<file path="config.mk">
export PLATFORM = sky130hd
export DESIGN_NAME = sbus_frame_rx
export DESIGN_NICKNAME = d
export VERILOG_FILES = /design/src/rtl/sbus_pkg.sv /design/src/rtl/sbus_uart_rx.sv /design/src/rtl/sbus_frame_rx.sv
export SDC_FILE = /design/constraint.sdc
export NUM_CORES = 1
export LEC_CHECK = 0
export ABC_AREA = 0
export ABC_CLOCK_PERIOD_IN_PS = 3000
export CAP_MARGIN = 10
export CORE_AREA = 2 2 211 213
export DETAILED_ROUTE_END_ITERATION = 12
export DIE_AREA = 0 0 213 215
export PLACE_DENSITY = 0.71
export SLEW_MARGIN = 20
export SYNTH_ARGS = -nofsm -noshare
export SYNTH_HDL_FRONTEND = slang
export SYNTH_SLANG_ARGS = --single-unit
</file>
<file path="constraint.sdc">
create_clock -name clk_clk -period 3 [get_ports clk_clk]
set_clock_uncertainty 0.1 [all_clocks]
set_input_delay 0.3 -clock clk_clk [delete_from_list [all_inputs] [get_ports clk_clk]]
set_output_delay 0.3 -clock clk_clk [all_outputs]
set_load 0.1 [all_outputs]
</file>
<file path="src/rtl/sbus_pkg.sv">
`default_nettype none
// sbus_pkg -- shared SBUS frame constants, state encodings and helpers. Rev 1.0
package sbus_pkg;

  localparam logic [7:0] SBUS_HDR        = 8'h0F;
  localparam logic [7:0] SBUS_FOOT       = 8'h00;
  localparam int         SBUS_NCH        = 16;
  localparam int         SBUS_CHW        = 11;
  localparam int         SBUS_DATA_BYTES = 22;
  localparam int         SBUS_FLAT_W     = SBUS_NCH * SBUS_CHW;

  typedef enum logic [2:0] {
    S_HUNT  = 3'd0,
    S_HDR   = 3'd1,
    S_DATA  = 3'd2,
    S_FLAGS = 3'd3,
    S_FOOT  = 3'd4
  } frame_state_t;

  typedef enum logic [1:0] {
    U_IDLE  = 2'd0,
    U_START = 2'd1,
    U_BITS  = 2'd2
  } uart_state_t;

  function automatic logic [7:0] sat_inc8(input logic [7:0] v);
    return (v == 8'hFF) ? v : v + 8'd1;
  endfunction

endpackage
`default_nettype wire

</file>
<file path="src/rtl/sbus_uart_rx.sv">
`default_nettype none
// sbus_uart_rx -- 8E2 byte receiver with input synchroniser and idle-gap detect. Rev 1.0
module sbus_uart_rx
  import sbus_pkg::*;
#(
  parameter int DIV      = 500,
  parameter int GAP_BITS = 20
)(
  input  logic       clk,
  input  logic       rst_n,
  input  logic       rx_pin,
  input  logic       invert,
  input  logic       en,
  output logic       byte_vld,
  output logic [7:0] rx_byte,
  output logic       par_err,
  output logic       stop_err,
  output logic       gap
);

  localparam logic [15:0] DIV_M1  = 16'(DIV - 1);
  localparam logic [15:0] HALF_M1 = 16'(DIV / 2 - 1);
  localparam logic [7:0]  GAP_LIM = 8'(GAP_BITS);

  logic        sync1, sync2, rx_d, rx;
  uart_state_t st;
  logic [15:0] cnt;
  logic [3:0]  bit_idx;
  logic [9:0]  sh;
  logic [15:0] idle_tmr;
  logic [7:0]  idle_cnt;

  assign rx  = sync2 ^ invert;
  assign gap = (idle_cnt == GAP_LIM);

  always_ff @(posedge clk or negedge rst_n) begin
    if (!rst_n) begin
      sync1    <= 1'b0;
      sync2    <= 1'b0;
      rx_d     <= 1'b0;
      st       <= U_IDLE;
      cnt      <= '0;
      bit_idx  <= '0;
      sh       <= '0;
      idle_tmr <= '0;
      idle_cnt <= '0;
      byte_vld <= 1'b0;
      rx_byte  <= '0;
      par_err  <= 1'b0;
      stop_err <= 1'b0;
    end else begin
      sync1    <= rx_pin;
      sync2    <= sync1;
      rx_d     <= rx;
      byte_vld <= 1'b0;
      if (!en) begin
        st       <= U_IDLE;
        idle_tmr <= '0;
        idle_cnt <= '0;
      end else begin
        case (st)
          U_IDLE: begin
            if (rx_d && !rx) begin
              st       <= U_START;
              cnt      <= HALF_M1;
              idle_tmr <= '0;
              idle_cnt <= '0;
            end else if (!rx) begin
              // A held-low line is not idle, so it restarts the gap count.
              idle_tmr <= '0;
              idle_cnt <= '0;
            end else if (idle_tmr == DIV_M1) begin
              idle_tmr <= '0;
              if (idle_cnt != GAP_LIM) idle_cnt <= idle_cnt + 8'd1;
            end else begin
              idle_tmr <= idle_tmr + 16'd1;
            end
          end
          U_START: begin
            if (cnt != 16'd0) begin
              cnt <= cnt - 16'd1;
            end else if (rx) begin
              st <= U_IDLE;
            end else begin
              st      <= U_BITS;
              cnt     <= DIV_M1;
              bit_idx <= '0;
            end
          end
          U_BITS: begin
            if (cnt != 16'd0) begin
              cnt <= cnt - 16'd1;
            end else if (bit_idx == 4'd10) begin
              // sh holds {stop1, parity, d7..d0}; rx is the second stop bit.
              rx_byte  <= sh[7:0];
              par_err  <= ^sh[8:0];
              stop_err <= !sh[9] || !rx;
              byte_vld <= 1'b1;
              st       <= U_IDLE;
            end else begin
              sh      <= {rx, sh[9:1]};
              bit_idx <= bit_idx + 4'd1;
              cnt     <= DIV_M1;
            end
          end
          default: st <= U_IDLE;
        endcase
      end
    end
  end

endmodule
`default_nettype wire

</file>
<file path="src/rtl/sbus_frame_rx.sv">
`default_nettype none
// sbus_frame_rx -- SBUS 25-byte frame decoder feeding the channel PIOs. Rev 1.0
// Optional link watchdog built when SBUS_FRAME_RX_WDOG_EN is defined.
module sbus_frame_rx
  import sbus_pkg::*;
#(
  parameter int CLK_HZ   = 50_000_000,
  parameter int BAUD     = 100_000,
  parameter int GAP_BITS = 20,
  parameter int WDOG_MS  = 100
)(
  input  logic         clk_clk,
  input  logic         reset_reset_n,
  input  logic         sbus_rx,
  input  logic [15:0]  cfg,
  output logic [175:0] ch_flat,
  output logic [3:0]   flags,
  output logic         frame_valid,
  output logic [7:0]   err_cnt,
  output logic         link_lost
);

  localparam int         DIV      = CLK_HZ / BAUD;
  localparam logic [4:0] LAST_IDX = 5'(SBUS_DATA_BYTES - 1);

  logic       en;
  logic       byte_vld, par_err, stop_err, gap;
  logic [7:0] rx_byte;
  logic       unused_cfg;

  assign en         = cfg[0];
  assign unused_cfg = ^cfg[15:2];

  sbus_uart_rx #(
    .DIV      (DIV),
    .GAP_BITS (GAP_BITS)
  ) u_uart (
    .clk      (clk_clk),
    .rst_n    (reset_reset_n),
    .rx_pin   (sbus_rx),
    .invert   (cfg[1]),
    .en       (en),
    .byte_vld (byte_vld),
    .rx_byte  (rx_byte),
    .par_err  (par_err),
    .stop_err (stop_err),
    .gap      (gap)
  );

  frame_state_t           state;
  logic [4:0]             idx;
  logic [SBUS_FLAT_W-1:0] shadow;
  logic [3:0]             flag_nib;
  logic [3:0]             flags_r;
  logic                   byte_ok, commit;

  assign byte_ok = byte_vld && !par_err && !stop_err;
  assign commit  = en && (state == S_FOOT) && !gap && byte_ok && (rx_byte == SBUS_FOOT);

  always_ff @(posedge clk_clk or negedge reset_reset_n) begin
    if (!reset_reset_n) begin
      state       <= S_HUNT;
      idx         <= '0;
      shadow      <= '0;
      flag_nib    <= '0;
      ch_flat     <= '0;
      flags_r     <= '0;
      frame_valid <= 1'b0;
      err_cnt     <= '0;
    end else begin
      frame_valid <= 1'b0;
      if (!en) begin
        state <= S_HUNT;
      end else begin
        case (state)
          S_HUNT: if (gap) state <= S_HDR;
          S_HDR: begin
            if (byte_vld) begin
              idx   <= '0;
              state <= (byte_ok && rx_byte == SBUS_HDR) ? S_DATA : S_HUNT;
            end
          end
          S_DATA: begin
            if (gap || (byte_vld && !byte_ok)) begin
              state   <= S_HUNT;
              err_cnt <= sat_inc8(err_cnt);
            end else if (byte_vld) begin
              shadow[{idx, 3'b000} +: 8] <= rx_byte;
              idx <= idx + 5'd1;
              if (idx == LAST_IDX) state <= S_FLAGS;
            end
          end
          S_FLAGS: begin
            if (gap || (byte_vld && !byte_ok)) begin
              state   <= S_HUNT;
              err_cnt <= sat_inc8(err_cnt);
            end else if (byte_vld) begin
              flag_nib <= rx_byte[3:0];
              state    <= S_FOOT;
            end
          end
          S_FOOT: begin
            // Frames may arrive back-to-back, so a good footer re-arms on HDR.
            if (commit) begin
              ch_flat     <= shadow;
              flags_r     <= flag_nib;
              frame_valid <= 1'b1;
              state       <= S_HDR;
            end else if (gap || byte_vld) begin
              state   <= S_HUNT;
              err_cnt <= sat_inc8(err_cnt);
            end
          end
          default: state <= S_HUNT;
        endcase
      end
    end
  end

`ifdef SBUS_FRAME_RX_WDOG_EN
  localparam int          MS_DIV   = CLK_HZ / 1000;
  localparam logic [15:0] WDOG_LIM = 16'(WDOG_MS);

  logic [31:0] ms_pre;
  logic [15:0] ms_cnt;
  logic        lost_r, fs_force;

  always_ff @(posedge clk_clk or negedge reset_reset_n) begin
    if (!reset_reset_n) begin
      ms_pre   <= '0;
      ms_cnt   <= '0;
      lost_r   <= 1'b1;
      fs_force <= 1'b0;
    end else if (commit) begin
      ms_pre   <= '0;
      ms_cnt   <= '0;
      lost_r   <= 1'b0;
      fs_force <= 1'b0;
    end else if (ms_cnt == WDOG_LIM) begin
      lost_r   <= 1'b1;
      fs_force <= 1'b1;
    end else if (ms_pre == 32'(MS_DIV - 1)) begin
      ms_pre <= '0;
      ms_cnt <= ms_cnt + 16'd1;
    end else begin
      ms_pre <= ms_pre + 32'd1;
    end
  end

  assign link_lost = lost_r;
  assign flags     = {flags_r[3] | fs_force, flags_r[2:0]};
`else
  logic unused_wdog;
  assign unused_wdog = (WDOG_MS > 0);
  assign link_lost   = 1'b0;
  assign flags       = flags_r;
`endif

endmodule
`default_nettype wire

</file>
==> results by group, run 1 <==
Status
  – Status: finished clean

Yosys
  – Yosys Warn Count: 0
  – Top-area cell type share of the netlist area: 57.58%
  – Post-Syn Instances: 1449
  – Largest cells by area after synthesis: dfrtp_1, mux2_2, mux2_4, and3_1, o21ai_0
  – Mapped Area: 19430 um^2
  – Synth Area per Inst: 13.41 um^2
  – Yosys top cell by area: dfrtp_1
  – Post-synth cell types: 68
  – Most used DFF post-synth: dfrtp_1
  – FF+latch count, synth: 447
  – Sequential fraction of the synthesis area: 57.58%
  – Post-synth EDFFs: 0
  – Async SR Flop Fraction: 100.0%
  – Post-Syn Nets: 1486

Floorplan
  – Core Area: 43640 um^2
  – Row cnt: 77
  – Die W: 213 um
  – DIE AREA: 45800 um^2
  – # IOs: 209
  – Starting Density: 44.51%
  – Die Ht: 215 um

STA
  – Tmin final: 2.838 ns
  – Final setup viols: 0
  – Slew at the pin closest to its max-slew limit: 0.8149 ns
  – Worst relative slew slack: 45.17%
  – Fin. max-slew vios: 0
  – Total Neg Setup Slack: 0 ns
  – Tcrit/Tclk final: 94.58%
  – RSZ-0062 raised after global routing: no
  – Number of failing hold endpoints at the final stage: 0
  – Fmax: 0.3524 GHz

Power
  – Pwr Total: 0.01309 W
  – Seq pwr share: 47.6%
  – Switching share of total power: 23.32%
  – Leak: 11.78 nW
  – Sw power: 0.003052 W
  – Power density cells: 560.2 nW/um^2
  – Int Power: 0.01004 W
  – Peak VDD IR: 0.0004811 V
  – Clk pwr share: 45.7%
  – Comb pwr share: 6.6%

Setup path
  – CP required: 3.35 ns
  – Crit. End Element: flip-flop
  – Buffer and inverter count on the worst path: 2
  – Crit path max fanout: 8
  – Worst Setup Path Type: flip-flop to flip-flop
  – Delay-heaviest family, CP: simple AND/OR/NAND/NOR gates
  – CP Launch Type: flip-flop
  – Critical-path cell list: inv_1, ha_1, nor2b_2, nor2_1, or4b_2, nor4_4, buf_4, mux2_2
  – Slowest stage delay, CP: 0.74 ns
  – Worst EP arrival: 3.18 ns
  – CP max stage cell: or4b_2

Layout
  – Fill cells: 3634
  – Nets@finish: 1713
  – Post-route cell area: 23360 um^2
  – Layout cell share with drive strength beyond 1: 41.31%
  – Synth-to-layout area growth: 20.26%
  – Sequential cell area: 11190 um^2
  – Area taken by multi-input logic gates: 7690 um^2

Routing
  – DR vias: 12284
  – DRC: 0
  – DR WL/cell: 19.22 um
  – Routed Antenna Nets: 0
  – Vias per inst: 5.336
  – Wirelength, routed: 44240 um
  – Iteration-0 DRC Markers: 868
  – DRT Pass-1 Iters: 5

Clock tree
  – Clock sink count: 447
  – Total CTS buffers: 46
  – Post-CTS Setup Bufs: 0
  – Root Driver: clkbuf_16
  – Clock Path Buffers: 3
  – CTS tree: done
  – Worst-skew pair later-pin latency: 0.58 ns
  – Clk slew on worst S/H paths: 0.06 ns
  – Htree depth: 2

Placed design
  – Placed Area: 21760 um^2
  – PortBufs: 193
  – RePlAce Congestion: 0.8448
  – DP Wirelength: 30290 um

Worst hold path
  – Hold Path Class: primary input to flip-flop

Job
  – Max_cap viols: 0

Global routing
  – Antenna violations before repair: 1
  – Vias in the first global route: 12432
  – GRT Util Overall: 19.54%
  – First-pass GRT wire length: 70180 um
  – Gr ovfl total: 0
  – Largest net degree at the start of global routing: 89
-- layout make-up --
cell class	count	area share [%]
Sequential cell	447	47.88
Clock buffer	64	5.602
Timing Repair Buffer	254	8.665
Clock inverter	17	1.194
Inverter	35	0.5623
Multi-Input combinational cell	892	32.92
Tap cell	592	3.171
Antenna cell	1	0.01071
-- placed cells by master, fill, tap and decap left out, drive strengths merged, types with 22 or more instances in the layout --
cell / instances
o21ai: 51
mux2: 366
buf: 250
nand3: 48
inv: 35
and2: 22
nand2: 62
clkbuf: 64
dfrtp: 447
and3: 42
nor2: 64
-- cells in the mapped netlist, types with 8 or more instances --
cell type	n
mux2i_1	18
nor2b_1	10
nor2_1	64
mux2_2	277
xnor2_1	8
nor3_1	15
nand2_1	62
and2_1	21
clkbuf_1	43
o31ai_1	8
a211oi_1	8
buf_8	10
nor4_1	9
mux2_4	89
nand2b_1	10
and3_1	41
nand3_1	48
dfrtp_1	447
buf_2	13
a21oi_1	18
o21ai_0	50
nand4_1	17
ha_1	18
inv_1	33
xor2_1	13
-- state kept, by name, summed over array words and instances, names as in the netlist, 4 cells and up --
signal,count
err_cnt,8
u_uart.idle_tmr,16
u_uart.rx_byte,8
flags,4
u_uart.bit_idx,4
flag_nib,4
ch_flat,176
u_uart.sh,10
shadow,176
u_uart.cnt,16
u_uart.idle_cnt,8
idx,5
-- logic make-up (layout without fill, tap and decap cells) --
logic type | count (synthesis) | after routing | synth area share, %
AO/OA/AOI/OAI | 132 | 132 | 4.347
XOR/XNOR | 21 | 21 | 0.9468
adder cells (fa/ha/maj) | 18 | 18 | 1.159
buffers and inverters | 110 | 370 | 2.892
flip-flops | 447 | 447 | 57.58
multiplexers | 384 | 384 | 23.86
other | 1 | 2 | 0.01930
AND/OR/NAND/NOR | 336 | 336 | 9.197
-- routing by layer --
metal  track usage (%)  up-vias  part of all wire [%]
met5                 0        -                     0
li1                  -     5604                     -
met1             26.95     6345                    45
met2             32.17      286                    49
met3             2.879       49                   4.5
met4             5.408        0                   1.8
-- stage by stage --
step,worst slack (ns),cells,utilization (%),hold WS (ns)
2_1_floorplan,0.04539,1449,-,-0.09559
3_3_place_gp,0.1269,2219,49.86,0.2426
3_5_place_dp,0.1017,2219,49.86,0.2371
4_1_cts,0.08001,2301,53.52,0.03888
5_1_grt,0.01490,2301,53.52,0.07313
6_report,0.1625,2302,53.53,0.07121
-- repair_timing --
| action | in CTS | in global routing |
|---|---|---|
| endpoints found under the setup margin | 0 | 16 |
| hold endpoints to repair | 75 | 0 |
| resized for setup | 0 | 1 |
| hold buffers | 1 | 0 |
-- power by group through the flow --
stage / logic [W] / clock network [W] / registers [W]
final: 0.000868 / 0.00598 / 0.00623
after global routing: 0.000972 / 0.00636 / 0.00625
after CTS: 0.000878 / 0.00614 / 0.00623
after detailed placement: 0.000874 / 0 / 0.00634
after global placement: 0.000843 / 0 / 0.00633
after floorplan: 0.000479 / 0 / 0.00638
-- final timing paths --
| check | from | endpoint | slack (ns) | cells after the start |
|---|---|---|---|---|
| max reg2reg | idx[0] | shadow[6] | 0.16 | 8 |
| min reg2reg | u_uart.sync1 | u_uart.sync2 | 0.25 | 0 |
| max | idx[0] | shadow[6] | 0.16 | 8 |
| max in group asynchronous | reset_reset_n | ch_flat[6] | 1.64 | 3 |
| min in group asynchronous | reset_reset_n | ch_flat[88] | 0.23 | 2 |
| min | sbus_rx | u_uart.sync1 | 0.07 | 1 |
Note: power is estimated with default switching activity, not from simulation.
==> run 2: changes to the inputs <==
--- a/config.mk
+++ b/config.mk
@@ -5,14 +5,13 @@
 export SDC_FILE = /design/constraint.sdc
 export NUM_CORES = 1
 export LEC_CHECK = 0
-export ABC_AREA = 0
 export ABC_CLOCK_PERIOD_IN_PS = 3000
 export CAP_MARGIN = 10
 export CORE_AREA = 2 2 211 213
 export DETAILED_ROUTE_END_ITERATION = 12
 export DIE_AREA = 0 0 213 215
 export PLACE_DENSITY = 0.71
-export SLEW_MARGIN = 20
+export SLEW_MARGIN = 0
 export SYNTH_ARGS = -nofsm -noshare
 export SYNTH_HDL_FRONTEND = slang
 export SYNTH_SLANG_ARGS = --single-unit
==> results of run 2 <==
Final layout, timing and power as in run 1 (identical DEF).
==> run 3: changes to the inputs <==
--- a/config.mk
+++ b/config.mk
@@ -5,7 +5,6 @@
 export SDC_FILE = /design/constraint.sdc
 export NUM_CORES = 1
 export LEC_CHECK = 0
-export ABC_CLOCK_PERIOD_IN_PS = 3000
 export CAP_MARGIN = 10
 export CORE_AREA = 2 2 211 213
 export DETAILED_ROUTE_END_ITERATION = 12
==> results of run 3 <==
Final layout, timing and power as in run 1 (identical DEF).
